$ cat config.mk
export PLATFORM = sky130hd
export DESIGN_NAME = red_light_monitor
export DESIGN_NICKNAME = d
export VERILOG_FILES = /design/src/rtl/rl_pkg.sv /design/src/rtl/rl_event_fifo.sv /design/src/rtl/red_light_monitor.sv
export SDC_FILE = /design/constraint.sdc
export NUM_CORES = 1
export LEC_CHECK = 0
export ABC_AREA = 1
export BUFFER_PORTS_ARGS = -buffer_cell sky130_fd_sc_hd__buf_2
export CAP_MARGIN = 0
export CELL_PAD_IN_SITES_DETAIL_PLACEMENT = 1
export CELL_PAD_IN_SITES_GLOBAL_PLACEMENT = 1
export CORE_MARGIN = 3
export CORE_UTILIZATION = 25
export CTS_CLUSTER_SIZE = 24
export DETAILED_ROUTE_END_ITERATION = 8
export PLACE_DENSITY = 0.53
export SLEW_MARGIN = 15
export SYNTH_ARGS = -nofsm -noshare
export SYNTH_HDL_FRONTEND = slang
export SYNTH_HIERARCHICAL = 1
export SYNTH_SLANG_ARGS = --single-unit
$ cat constraint.sdc
create_clock -name CLK -period 5.2 [get_ports CLK]
set_clock_uncertainty 0.1 [all_clocks]
set_input_delay 0 -clock CLK [delete_from_list [all_inputs] [get_ports CLK]]
set_output_delay 0 -clock CLK [all_outputs]
set_load 0.01 [all_outputs]
$ cat src/rtl/rl_pkg.sv
// rl_pkg: shared definitions for red_light_monitor.
// Holds the lane encoding, the event record that travels through the event FIFO,
// and the helper that maps (approach, lane) to a flat source index.
// The event record uses fixed container widths. It supports up to 256 approaches
// and timestamps up to 32 bits. The top module zero-extends its fields into the record.
package rl_pkg;

    localparam logic LANE_THRU = 1'b0;
    localparam logic LANE_LEFT = 1'b1;

    localparam int EVT_DIR_W = 8;
    localparam int EVT_TS_W  = 32;

    typedef struct packed {
        logic [EVT_DIR_W-1:0] dir;
        logic                 left;
        logic [EVT_TS_W-1:0]  ts;
    } rl_evt_t;

    // Source index: through lane of approach d is 2*d, left lane is 2*d+1.
    function automatic int unsigned src_idx(input int unsigned dir, input logic lane);
        return 2 * dir + 32'(lane);
    endfunction

endpackage

$ cat src/rtl/rl_event_fifo.sv
// rl_event_fifo: first-word-fall-through FIFO for violation event records.
// Ports:
//   clk, rst_n       clock, asynchronous active-low reset
//   push_i, din_i    write strobe and record (ignored when full)
//   pop_i            read strobe (ignored when empty)
//   dout_o           head record, forced to zero while empty
//   empty_o, full_o  occupancy flags
module rl_event_fifo #(
    parameter int DEPTH = 8,
    parameter int W     = 8
) (
    input  logic         clk,
    input  logic         rst_n,
    input  logic         push_i,
    input  logic [W-1:0] din_i,
    input  logic         pop_i,
    output logic [W-1:0] dout_o,
    output logic         empty_o,
    output logic         full_o
);

    localparam int AW = $clog2(DEPTH);

    logic [W-1:0]  mem_q [DEPTH];
    logic [AW:0]   wr_ptr_q, rd_ptr_q;
    logic          do_push, do_pop;

    // Pointers carry one extra wrap bit to distinguish full from empty.
    assign empty_o = (wr_ptr_q == rd_ptr_q);
    assign full_o  = (wr_ptr_q[AW] != rd_ptr_q[AW]) &&
                     (wr_ptr_q[AW-1:0] == rd_ptr_q[AW-1:0]);
    assign do_push = push_i && !full_o;
    assign do_pop  = pop_i && !empty_o;
    assign dout_o  = empty_o ? '0 : mem_q[rd_ptr_q[AW-1:0]];

    always_ff @(posedge clk or negedge rst_n) begin
        if (!rst_n) begin
            wr_ptr_q <= '0;
            rd_ptr_q <= '0;
        end else begin
            if (do_push) wr_ptr_q <= wr_ptr_q + (AW+1)'(1);
            if (do_pop)  rd_ptr_q <= rd_ptr_q + (AW+1)'(1);
        end
    end

    always_ff @(posedge clk) begin
        if (do_push) mem_q[wr_ptr_q[AW-1:0]] <= din_i;
    end

endmodule

$ cat src/rtl/red_light_monitor.sv
// red_light_monitor: detects red-light violations per approach and lane.
// It fires a camera trigger with per-approach holdoff and keeps saturating
// per-approach counters. It also logs timestamped events through a pending
// stage into an event FIFO.
// Ports:
//   CLK, rst                    clock, asynchronous active-low reset
//   leave_thru/leave_left       exit sensors per approach
//   perm_thru/perm_left         movement permitted per approach
//   clr_cnt                     synchronous clear of counters and overflow
//   cam_trig                    one-cycle camera pulse per approach
//   evt_valid/evt_ready         event FIFO handshake (valid = FIFO not empty;
//                               a pop happens when valid && ready in a cycle)
//   evt_dir/evt_left/evt_ts     head event fields
//   viol_cnt                    packed counters, approach d at [d*CNT_W +: CNT_W]
//   overflow                    sticky: an event was dropped
// Optional feature: define RED_LIGHT_GRACE_EN to enable clearance grace. A
// falling permit edge then opens a GRACE-cycle window in which that movement
// is not flagged.
module red_light_monitor
    import rl_pkg::*;
#(
    parameter int NUM_DIR    = 4,
    parameter int CNT_W      = 8,
    parameter int TS_W       = 16,
    parameter int FIFO_DEPTH = 8,
    parameter int HOLDOFF    = 4,
    parameter int GRACE      = 2,
    localparam int DIR_W     = (NUM_DIR > 1) ? $clog2(NUM_DIR) : 1
) (
    input  logic                     CLK,
    input  logic                     rst,
    input  logic [NUM_DIR-1:0]       leave_thru,
    input  logic [NUM_DIR-1:0]       leave_left,
    input  logic [NUM_DIR-1:0]       perm_thru,
    input  logic [NUM_DIR-1:0]       perm_left,
    input  logic                     clr_cnt,
    output logic [NUM_DIR-1:0]       cam_trig,
    output logic                     evt_valid,
    input  logic                     evt_ready,
    output logic [DIR_W-1:0]         evt_dir,
    output logic                     evt_left,
    output logic [TS_W-1:0]          evt_ts,
    output logic [NUM_DIR*CNT_W-1:0] viol_cnt,
    output logic                     overflow
);

    localparam int NSRC   = 2 * NUM_DIR;
    localparam int SRC_W  = $clog2(NSRC);
    localparam int HOLD_W = (HOLDOFF > 0) ? $clog2(HOLDOFF + 1) : 1;
    localparam logic [CNT_W-1:0] CNT_MAX = '1;

    logic [TS_W-1:0]    ts_q, ts_d;
    logic [NUM_DIR-1:0] prev_thru_q, prev_left_q;
    logic [NUM_DIR-1:0] trig_q, trig_d;
    logic [HOLD_W-1:0]  hold_q [NUM_DIR];
    logic [HOLD_W-1:0]  hold_d [NUM_DIR];
    logic [CNT_W-1:0]   cnt_q  [NUM_DIR];
    logic [CNT_W-1:0]   cnt_d  [NUM_DIR];
    logic               ovf_q, ovf_d;
    logic [NSRC-1:0]    pend_q, pend_d;
    logic [TS_W-1:0]    pts_q  [NSRC];
    logic [TS_W-1:0]    pts_d  [NSRC];

    logic [NUM_DIR-1:0] ok_thru, ok_left;
    logic [NUM_DIR-1:0] viol_thru, viol_left;
    logic [NSRC-1:0]    viol_src;
    logic [SRC_W-1:0]   push_sel;
    logic               push_any, push;
    logic               fifo_empty, fifo_full;
    rl_evt_t            push_rec, head_rec;

`ifdef RED_LIGHT_GRACE_EN
    localparam int GR_W = (GRACE > 0) ? $clog2(GRACE + 1) : 1;

    logic [NUM_DIR-1:0] perm_thru_q, perm_left_q;
    logic [GR_W-1:0]    gr_thru_q [NUM_DIR];
    logic [GR_W-1:0]    gr_thru_d [NUM_DIR];
    logic [GR_W-1:0]    gr_left_q [NUM_DIR];
    logic [GR_W-1:0]    gr_left_d [NUM_DIR];

    // A permit that falls this cycle already blocks detection, so the window
    // covers the falling cycle plus GRACE cycles after it.
    always_comb begin
        ok_thru = '0;
        ok_left = '0;
        for (int d = 0; d < NUM_DIR; d++) begin
            gr_thru_d[d] = (gr_thru_q[d] != '0) ? gr_thru_q[d] - GR_W'(1) : '0;
            gr_left_d[d] = (gr_left_q[d] != '0) ? gr_left_q[d] - GR_W'(1) : '0;
            if (perm_thru_q[d] && !perm_thru[d]) gr_thru_d[d] = GR_W'(GRACE);
            if (perm_left_q[d] && !perm_left[d]) gr_left_d[d] = GR_W'(GRACE);
            ok_thru[d] = (gr_thru_q[d] == '0) && !(perm_thru_q[d] && !perm_thru[d]);
            ok_left[d] = (gr_left_q[d] == '0) && !(perm_left_q[d] && !perm_left[d]);
        end
    end

    always_ff @(posedge CLK or negedge rst) begin
        if (!rst) begin
            perm_thru_q <= '0;
            perm_left_q <= '0;
            for (int d = 0; d < NUM_DIR; d++) begin
                gr_thru_q[d] <= '0;
                gr_left_q[d] <= '0;
            end
        end else begin
            perm_thru_q <= perm_thru;
            perm_left_q <= perm_left;
            for (int d = 0; d < NUM_DIR; d++) begin
                gr_thru_q[d] <= gr_thru_d[d];
                gr_left_q[d] <= gr_left_d[d];
            end
        end
    end
`else
    assign ok_thru = '1;
    assign ok_left = '1;
`endif

    // Rising exit edge while the movement is not permitted.
    assign viol_thru = leave_thru & ~prev_thru_q & ~perm_thru & ok_thru;
    assign viol_left = leave_left & ~prev_left_q & ~perm_left & ok_left;

    always_comb begin
        viol_src = '0;
        for (int d = 0; d < NUM_DIR; d++) begin
            viol_src[src_idx(d, LANE_THRU)] = viol_thru[d];
            viol_src[src_idx(d, LANE_LEFT)] = viol_left[d];
        end
    end

    // Lowest-index pending source wins the single FIFO write slot. Fullness is
    // taken from the start of the cycle, so a pop from a full FIFO frees the
    // slot only for the next cycle.
    always_comb begin
        push_sel = '0;
        push_any = 1'b0;
        for (int s = NSRC - 1; s >= 0; s--) begin
            if (pend_q[s]) begin
                push_any = 1'b1;
                push_sel = SRC_W'(s);
            end
        end
    end

    assign push = push_any && !fifo_full;

    always_comb begin
        push_rec      = '0;
        push_rec.dir  = EVT_DIR_W'(push_sel >> 1);
        push_rec.left = push_sel[0];
        push_rec.ts   = EVT_TS_W'(pts_q[push_sel]);
    end

    always_comb begin
        ts_d   = ts_q + TS_W'(1);
        ovf_d  = ovf_q;
        pend_d = pend_q;
        for (int s = 0; s < NSRC; s++) begin
            pts_d[s] = pts_q[s];
            if (push && (push_sel == SRC_W'(s))) pend_d[s] = 1'b0;
            // A source still holding an unlogged event cannot take another.
            if (viol_src[s]) begin
                if (pend_q[s]) begin
                    ovf_d = 1'b1;
                end else begin
                    pend_d[s] = 1'b1;
                    pts_d[s]  = ts_q;
                end
            end
        end
        if (clr_cnt) ovf_d = 1'b0;

        for (int d = 0; d < NUM_DIR; d++) begin
            logic [1:0] inc;
            inc = {1'b0, viol_thru[d]} + {1'b0, viol_left[d]};
            if (clr_cnt)
                cnt_d[d] = '0;
            else if (cnt_q[d] > CNT_MAX - CNT_W'(inc))
                cnt_d[d] = CNT_MAX;
            else
                cnt_d[d] = cnt_q[d] + CNT_W'(inc);

            trig_d[d] = (viol_thru[d] || viol_left[d]) && (hold_q[d] == '0);
            if (trig_d[d])
                hold_d[d] = HOLD_W'(HOLDOFF);
            else if (hold_q[d] != '0)
                hold_d[d] = hold_q[d] - HOLD_W'(1);
            else
                hold_d[d] = '0;
        end
    end

    always_ff @(posedge CLK or negedge rst) begin
        if (!rst) begin
            ts_q        <= '0;
            prev_thru_q <= '0;
            prev_left_q <= '0;
            trig_q      <= '0;
            ovf_q       <= 1'b0;
            pend_q      <= '0;
            for (int d = 0; d < NUM_DIR; d++) begin
                hold_q[d] <= '0;
                cnt_q[d]  <= '0;
            end
            for (int s = 0; s < NSRC; s++) pts_q[s] <= '0;
        end else begin
            ts_q        <= ts_d;
            prev_thru_q <= leave_thru;
            prev_left_q <= leave_left;
            trig_q      <= trig_d;
            ovf_q       <= ovf_d;
            pend_q      <= pend_d;
            for (int d = 0; d < NUM_DIR; d++) begin
                hold_q[d] <= hold_d[d];
                cnt_q[d]  <= cnt_d[d];
            end
            for (int s = 0; s < NSRC; s++) pts_q[s] <= pts_d[s];
        end
    end

    rl_event_fifo #(
        .DEPTH (FIFO_DEPTH),
        .W     ($bits(rl_evt_t))
    ) u_fifo (
        .clk     (CLK),
        .rst_n   (rst),
        .push_i  (push),
        .din_i   (push_rec),
        .pop_i   (evt_ready),
        .dout_o  (head_rec),
        .empty_o (fifo_empty),
        .full_o  (fifo_full)
    );

    assign cam_trig  = trig_q;
    assign overflow  = ovf_q;
    assign evt_valid = !fifo_empty;
    assign evt_dir   = head_rec.dir[DIR_W-1:0];
    assign evt_left  = head_rec.left;
    assign evt_ts    = head_rec.ts[TS_W-1:0];

    always_comb begin
        viol_cnt = '0;
        for (int d = 0; d < NUM_DIR; d++) viol_cnt[d*CNT_W +: CNT_W] = cnt_q[d];
    end

endmodule

## Word level (Yosys, flattened, before mapping)

Memory sizes are Yosys's and may differ from the RTL's.
Index checks and enable logic that the tools add are counted.

| word-level totals | value |
|---|---|
| input bits | 20 |
| memories kept | 1 |
| output and inout port bits | 57 |
| bits in writable memories | 152 |
| register bits after elaboration | 217 |
| word-level logic and storage cells | 194 |

Memories:

| memory | depth | width | read ports | clocked after Yosys merged registers in | wr ports | RTL line | RTL |
|---|---|---|---|---|---|---|---|
| u_fifo.mem_q | 8 | 19 | 1 | 0 | 1 | rl_event_fifo.sv:24 | `logic [W-1:0] mem_q [DEPTH];` |

| cells by class | value |
|---|---|
| $add $sub $neg | 19 |
| bitwise logic cells | 17 |
| reductions and logical operators | 39 |
| muxes and demuxes | 79 |
| equality and inequality tests | 10 |
| magnitude comparators | 5 |

Operator list:

| kind | number |
|---|---|
| 8-bit two-way mux | 8 |
| 1-bit two-way mux | 51 |
| 16-bit binary-select mux with 3-bit select | 1 |
| 3-bit two-way mux | 16 |
| 35-bit two-way mux | 1 |
| 8-bit by 2-bit adder with 8-bit output | 4 |
| 8-bit greater-than comparator | 4 |
| 16-bit two-way mux | 2 |
| 16-bit by 1-bit adder with 16-bit output, second input constant | 1 |
| 4-bit bitwise AND | 4 |
| 1-bit logical AND | 16 |
| 4-bit NOT | 4 |
| 2-bit AND reduction | 8 |
| 1-bit by 3-bit subtractor with 4-bit output, first input constant | 4 |
| 3-bit logical NOT | 5 |
| 3-bit equality test, second input constant | 4 |
| 3-bit nonzero test | 4 |
| 3-bit by 1-bit subtractor with 3-bit output, second input constant | 4 |
| 1-bit by 1-bit adder with 2-bit output | 4 |
| 4-bit by 1-bit adder with 4-bit output, second input constant | 2 |
| 1-bit NOT | 8 |
| 3-bit by 2-bit equality test with 1-bit output, second input constant | 2 |
| 4-bit equality test | 1 |
| 4-bit greater-or-equal comparator, second input constant | 1 |
| other kinds (6) | 10 |

## Depth between registers and ports, before layout

Gate-level depths: netlist (run 1).

| logic depth | value |
|---|---|
| depth in word-level cells | 19 |
| gate-level depth with buffers | 15 |
| mapped depth without buffers | 15 |

## Modules after synthesis

The synthesis (run 1) kept the hierarchy.

Modules (own cells, without submodules):

| module | area an instance (µm²) | instances | cells each | sequential area each (µm²) |
|---|---|---|---|---|
| rl_event_fifo | 13545.5 | 1 | 1140 | 10049.6 |
| red_light_monitor | 9974.6 | 1 | 1177 | 5230.0 |

## Worst setup path after synthesis (run 1)

Ideal clock, no wire load.

| timing | value |
|---|---|
| path type | reg-to-reg |
| start | register u_fifo.rd_ptr_q[0] |
| end | memory u_fifo/mem_q[0][0] (netlist bit) (enable) |
| setup slack | 1.456 ns |
| buffers on the path | 1 |
| required time | 4.660 ns |
| clock period less this slack | 3.744 ns |
| stages on the path, launching flop included | 10 |
| setup time | 0.440 ns |
| data arrival time | 3.204 ns |
| cells stage by stage | dfrtp_1 > inv_2 > buf_6 > nand2_1 > nand2_1 > nand4_2 > inv_1 > a21oi_1 > nand2_1 > nor2_1 |

| on the way | value |
|---|---|
| cells in the longest elaborated chain, start to end | 7 |

Ends and longest elaborated chain:

| item | RTL line | RTL |
|---|---|---|
| start, declared | rl_event_fifo.sv:25 | `logic [AW:0] wr_ptr_q, rd_ptr_q;` |
| start signal, assigned | rl_event_fifo.sv:42 | `if (do_pop) rd_ptr_q <= rd_ptr_q + (AW+1)'(1);` |
| 3-bit equality test | rl_event_fifo.sv:31 | `(wr_ptr_q[AW-1:0] == rd_ptr_q[AW-1:0]);` |
| 1-bit logical AND | rl_event_fifo.sv:30 | `assign full_o = (wr_ptr_q[AW] != rd_ptr_q[AW]) &&` |
| via fifo_full | red_light_monitor.sv:69 | `logic fifo_empty, fifo_full;` |
| 1-bit logical NOT | red_light_monitor.sv:144 | `assign push = push_any && !fifo_full;` |
| 1-bit logical AND | red_light_monitor.sv:144 |  |
| via push | red_light_monitor.sv:68 | `logic push_any, push;` |
| 1-bit logical AND | rl_event_fifo.sv:32 | `assign do_push = push_i && !full_o;` |
| 1-bit two-way mux | rl_event_fifo.sv:47 | `if (do_push) mem_q[wr_ptr_q[AW-1:0]] <= din_i;` |
| 1-bit two-way mux (not written as such) | rl_event_fifo.sv:47 |  |
| end, declared | rl_event_fifo.sv:24 |  |

The timed path passes the listed nets, and every way through them passes these cells.

## Worst setup path in the final report (run 1)

| timing | value |
|---|---|
| start | register u_fifo.rd_ptr_q[2] |
| end | memory u_fifo/mem_q[1][5] (netlist bit) (enable) |

Same word-level chain as after synthesis.

==> results of run 1 <==
through the flow:
| stage | total power, mW | setup slack, ns |
|---|---|---|
| finish | 10.83 | 2.012 |
| global placement | 7.946 | 2.010 |
| floorplan | 6.794 | 2.410 |
| detailed placement | 8.013 | 1.977 |
| global route | 11.64 | 1.737 |
| CTS | 11.06 | 1.960 |
per-layer routing:
metal	wire [µm]	vias up	global-route usage (%)
met1	21720	6175	17.18
met4	712	0	2.922
met3	1042	46	1.940
li1	-	6014	-
met2	22710	106	23.33
met5	0	-	0
worst paths after layout:
kind / endpoint / start
worst max-delay path: u_fifo/mem_q[1][5] / u_fifo/rd_ptr_q[2]
worst min-delay path: viol_cnt[31] / rst
worst max register to register: u_fifo/mem_q[1][5] / u_fifo/rd_ptr_q[2]
worst min register to register: hold_q[3] / hold_q[3]
max in group asynchronous: pts_q[120] / rst
min in group CLK: pend_q[5] / perm_left[2]
cell usage in the layout, fill, tap and decap left out, types with 7 or more instances in the layout:
cell type and instances:
nand2_1 403, dfrtp_1 216, o21ai_0 209, nor2_1 155, edfxtp_1 152, nand3_1 140
inv_1 129, buf_2 75, nand4_1 69, a21oi_1 55, clkbuf_16 45, dlygate4sd3_1 28
xor2_1 27, ha_1 27, buf_4 25, o21ai_1 13, clkinv_2 11, nor3_1 9
clkbuf_8 9, inv_2 8, clkinv_1 7, clkbuf_1 7, nor2_2 7
layout make-up:
cell class	instances	area, µm²
Clock buffer	61	1276
Multi-Input combinational cell	1147	5584
Timing Repair Buffer	129	858.3
Clock inverter	16	98.84
Sequential cell	369	9996
Tap cell	864	1081
Inverter	140	526.8
Fill cell	7520	46560
registers in the layout, summed over array words and instances (netlist names):
signal,cells
overflow,1
prev_left_q,4
u_fifo/mem_q,152
prev_thru_q,4
viol_cnt,32
pts_q,128
ts_q,16
u_fifo/rd_ptr_q,4
pend_q,8
cam_trig,4
u_fifo/wr_ptr_q,4
hold_q,12
worst max-delay path, cell delays in order (launching register included):
cell,delay (ns)
dfrtp_1,0.44
buf_4,0.33
inv_2,0.26
nand2_1,0.15
nand2_1,0.09
nand4_2,0.17
inv_1,0.08
a21oi_1,0.39
nand2_1,0.31
nor2_2,0.15
buf_4,0.34
power groups by stage:
stage	sequential, mW	combinational [mW]	clock (mW)
after floorplan	4.22	2.57	0
after global routing	4.33	4.12	3.19
after detailed placement	4.31	3.70	0
after global placement	4.29	3.66	0
final	4.26	3.61	2.96
after CTS	4.26	3.73	3.07
what timing repair did:
item,CTS,global route
resized for setup,0,0
hold endpoints to repair,163,0
hold buffers,28,0
==> flow_metrics.py, run 1 <==
metrics = {
    "placed_design": {
        "portBuffers": 76,
        "numPlacedInstances": 2621,
        "gp_congestion": 0.7511,
        "dp_hpwl_um": 28430,
        "dpl-instance-area_mm2": 0.01777,
    },
    "clocking": {
        "cts_buffers": 43,
        "clk_latency_ns": 0.56,
        "cts_tree": "built",
        "cts_buffer_depth": 3,
        "post_cts_buffers": 0,
        "cts_root_buf": "clkbuf_16",
        "h-tree-depth": 2,
        "clk_transition_reported_paths_ns": 0.06,
        "cts.sinks": 369,
    },
    "drt": {
        "dr_total_vias": 12340,
        "wirelength_um": 46190,
        "drt_iter0_drc": 689,
        "detail_route.first_pass.iterations": 4,
        "post_drt_via_cell_ratio": 4.527,
        "final_antenna_net_count": 0,
        "drc": 0,
        "wire_per_inst_um": 16.94,
    },
    "sta": {
        "final.setup.tns_ns": 0,
        "hold_viol": 0,
        "maxSlewViolCount": 0,
        "fmax_ghz": 0.3137,
        "setup_violations": 0,
        "tightest_slew_ns": 1.175,
        "period_needed_ns": 3.188,
        "hold-worst-slack_ns": 0.02050,
        "timing.final.crit_share_pct": 61.31,
        "slew_headroom_pct": 21.04,
        "rsz0062_at_grt": "no",
    },
    "power_and_ir_drop": {
        "peakVddDrop_v": 0.0004503,
        "p_sw_share_pct": 38.56,
        "switchingPower_mw": 4.178,
        "power_frac_comb_pct": 33.4,
        "clockPowerShare_pct": 27.3,
        "power.share.sequential_pct": 39.3,
        "p_leak_nw": 8.484,
        "power_density_mw_per_mm2": 557.9,
        "p_int_mw": 6.656,
    },
    "cells_and_area": {
        "area_delta_synth_final_pct": 16.20,
        "design_area_mm2": 0.01942,
        "antenna_cells": 0,
        "post-route-util_pct": 29.43,
        "fin_cells": 2726,
        "nets": 1881,
        "layout-drive-gt1-share_pct": 10.31,
    },
    "setup_path": {
        "ff2ff_setup_slack_ns": 2.01,
        "cp_max_fo": 20,
        "worstSetupEndpointType": "flop",
        "reg2regPathDepth": 10,
        "worstPathArrival_ns": 3.30,
        "cp.required_ns": 5.31,
        "critical_path_class": "flop to flop",
        "cp-start-kind": "flop",
    },
    "die": {
        "core-area_mm2": 0.06598,
        "fp.dieArea_mm2": 0.06999,
        "chipWidth_um": 264.6,
        "die_h_um": 264.6,
        "initial_core_util_pct": 25.33,
        "rows": 94,
        "io_pins": 77,
    },
    "synthesis": {
        "post_synth.cell_area_avg_um2": 9.384,
        "synth_nets": 1832,
        "synthCells": 1781,
        "yosys_warnings": 6,
        "syn-cell-area_mm2": 0.01671,
    },
    "global_routing": {
        "antenna_found_initial": 0,
        "grt_max_degree": 119,
        "grt_overflow": 0,
        "grt_pass1_wl_um": 74330,
        "grt.total_usage_pct": 13.21,
        "grt_pass1_vias": 13010,
    },
    "flow_run": {
        "maxCapViolCount": 0,
    },
    "worst_hold_path": {
        "min_path_type": "input port to asynchronous set/reset pin",
    },
    "status": {
        "status": "complete, no violations",
    },
}
(Power assumes the default switching activity.)
==> inputs of run 2 (changes only) <==
Settings changed: ABC_AREA 1 to 0, PLACE_DENSITY 0.53 to 0.51.
Clock period 5.2 ns to 3.35 ns, I/O delays scaled along.
==> run 2 against run 1 <==
Net effect:
- largest cell class unchanged
- worst setup slack lost 1.8 ns
- routed wire length shrank 0.35%
- largest power group unchanged
- power increased by 71%
- first-iteration DRC count decreased by 19%
==> flow_metrics.py, run 2 <==
metrics = {
    "status": {
        "status": "complete, no violations",
    },
    "placed_design": {
        "portBuffers": 76,
        "dp_hpwl_um": 29150,
        "place_ws_ns": 0.1959,
        "gp_congestion": 0.7366,
    },
    "clocking": {
        "clk_transition_reported_paths_ns": 0.06,
        "cts.sinks": 369,
        "cts_root_buf": "clkbuf_16",
        "cts_buffer_depth": 3,
        "h-tree-depth": 2,
        "clk_latency_ns": 0.58,
        "cts_buffers": 44,
        "cts_tree": "built",
    },
    "global_routing": {
        "grt_max_degree": 77,
        "grt.total_usage_pct": 13.17,
        "grt_pass1_wl_um": 70950,
        "antenna_found_initial": 0,
        "grt_pass1_vias": 11360,
        "grt_overflow": 0,
    },
    "sta": {
        "hold_viol": 0,
        "tightest_slew_ns": 0.7535,
        "maxSlewViolCount": 0,
        "fmax_ghz": 0.3230,
        "timing.final.crit_share_pct": 92.43,
        "period_needed_ns": 3.096,
        "setup_violations": 0,
        "worst_slack_ns": 0.2536,
        "rsz0062_at_grt": "no",
        "slew_headroom_pct": 49.22,
    },
    "cells_and_area": {
        "multiInputGateArea_mm2": 0.006086,
        "num-fill-cells": 7097,
        "largest_reg_flops": 152,
        "mostFrequentLayoutCell": "dfrtp_1",
        "antenna_cells": 0,
        "final_cell_mix": "dfrtp_1, edfxtp_1, mux2_2, mux2i_1, buf_2",
        "nets": 1413,
        "area_delta_synth_final_pct": 19.62,
        "layout-drive-gt1-share_pct": 27.61,
        "seq_area_mm2": 0.009998,
    },
    "synthesis": {
        "synthCells": 1238,
        "synth_nets": 1289,
        "syn-cell-area_mm2": 0.01671,
        "yosys_warnings": 6,
        "post_synth.cell_area_avg_um2": 13.50,
    },
    "die": {
        "die_h_um": 264.5,
        "initial_core_util_pct": 25.32,
        "fp.dieArea_mm2": 0.06997,
        "core-area_mm2": 0.06598,
        "chipWidth_um": 264.5,
        "io_pins": 77,
        "rows": 94,
    },
    "power_and_ir_drop": {
        "power_mw": 18.55,
        "p_leak_nw": 8.381,
        "power_density_mw_per_mm2": 927.9,
        "peakVddDrop_v": 0.0003351,
    },
    "drt": {
        "post_drt_via_cell_ratio": 4.623,
        "final_antenna_net_count": 0,
        "drc": 0,
        "detail_route.first_pass.iterations": 6,
        "dr_total_vias": 10460,
        "wire_per_inst_um": 20.35,
        "drt_iter0_drc": 558,
        "wirelength_um": 46030,
    },
    "setup_path": {
        "worstPathArrival_ns": 3.00,
        "cp-start-kind": "flop",
        "crit_start": "u_fifo/rd_ptr_q[1]",
        "worstSetupEndpointType": "primary output",
        "cp_max_fo": 46,
        "critical_path_class": "flop to primary output",
        "worstReg2RegStart": "pend_q[4]",
        "cp.required_ns": 3.25,
    },
    "flow_run": {
        "maxCapViolCount": 0,
    },
    "worst_hold_path": {
        "hold_start": "evt_ready",
        "min_path_type": "input port to flop",
    },
}
## run 2: path summary, 6_finish.rpt
| kind | slack (ns) | cells after the start | endpoint |
|---|---|---|---|
| setup / recovery | 0.25 | 6 | evt_ts[0] |
| hold / removal | 0.18 | 4 | u_fifo/rd_ptr_q[0] |
| setup reg to reg | 0.38 | 7 | u_fifo/mem_q[3][4] |
| hold reg to reg | 0.35 | 1 | hold_q[3] |
| max in group asynchronous | 1.91 | 4 | pts_q[73] |
| min in group asynchronous | 0.44 | 3 | cam_trig[2] |
## run 2: repair_timing
action	in CTS	in global routing
hold buffers	30	0
endpoints found under the setup margin	4	0
buffers inserted	0	0
resized for setup	1	0
hold endpoints to repair	213	0
## run 2: final cells by class
cell class	instances	share of cell area [%]
timing repair buffer	172	6.129
multi-input combinational	725	30.45
sequential	369	50.02
clock buffer	61	6.135
inverter	50	0.9390
tap	864	5.409
clock inverter	21	0.9140
## run 2: through the flow
step	utilization, %	setup TNS [ns]	cells	cell area (µm²)	hold WS, ns
CTS	30.27	0	2262	19970	0.1334
floorplan	-	-98.15	1238	16710	-0.3956
detailed placement	27.66	0	2150	18250	0.01423
global placement	27.66	0	2150	18250	0.01295
finish	30.29	0	2262	19990	0.1769
global route	30.29	0	2262	19990	0.1700
## run 2: critical path, stage by stage, from the launching register on
cell	delay, ns
dfrtp_4	0.44
buf_4	0.50
buf_6	0.53
mux2i_1	0.15
a22oi_1	0.22
and3_1	0.28
buf_2	0.17
## run 2: power by group
group / internal, mW / switching [mW] / leakage, nW
logic: 2.63 / 4.25 / 3.44
clock network: 2.72 / 1.93 / 0.697
registers: 6.45 / 0.572 / 4.25
## run 2: per-layer routing
layer | wire length (µm) | vias to the layer above | global-route usage [%]
met5 | 0 | - | 0
met4 | 1181 | 0 | 4.270
met3 | 1129 | 70 | 1.634
met2 | 23530 | 137 | 23.71
met1 | 20180 | 5457 | 16.39
li1 | - | 4794 | -
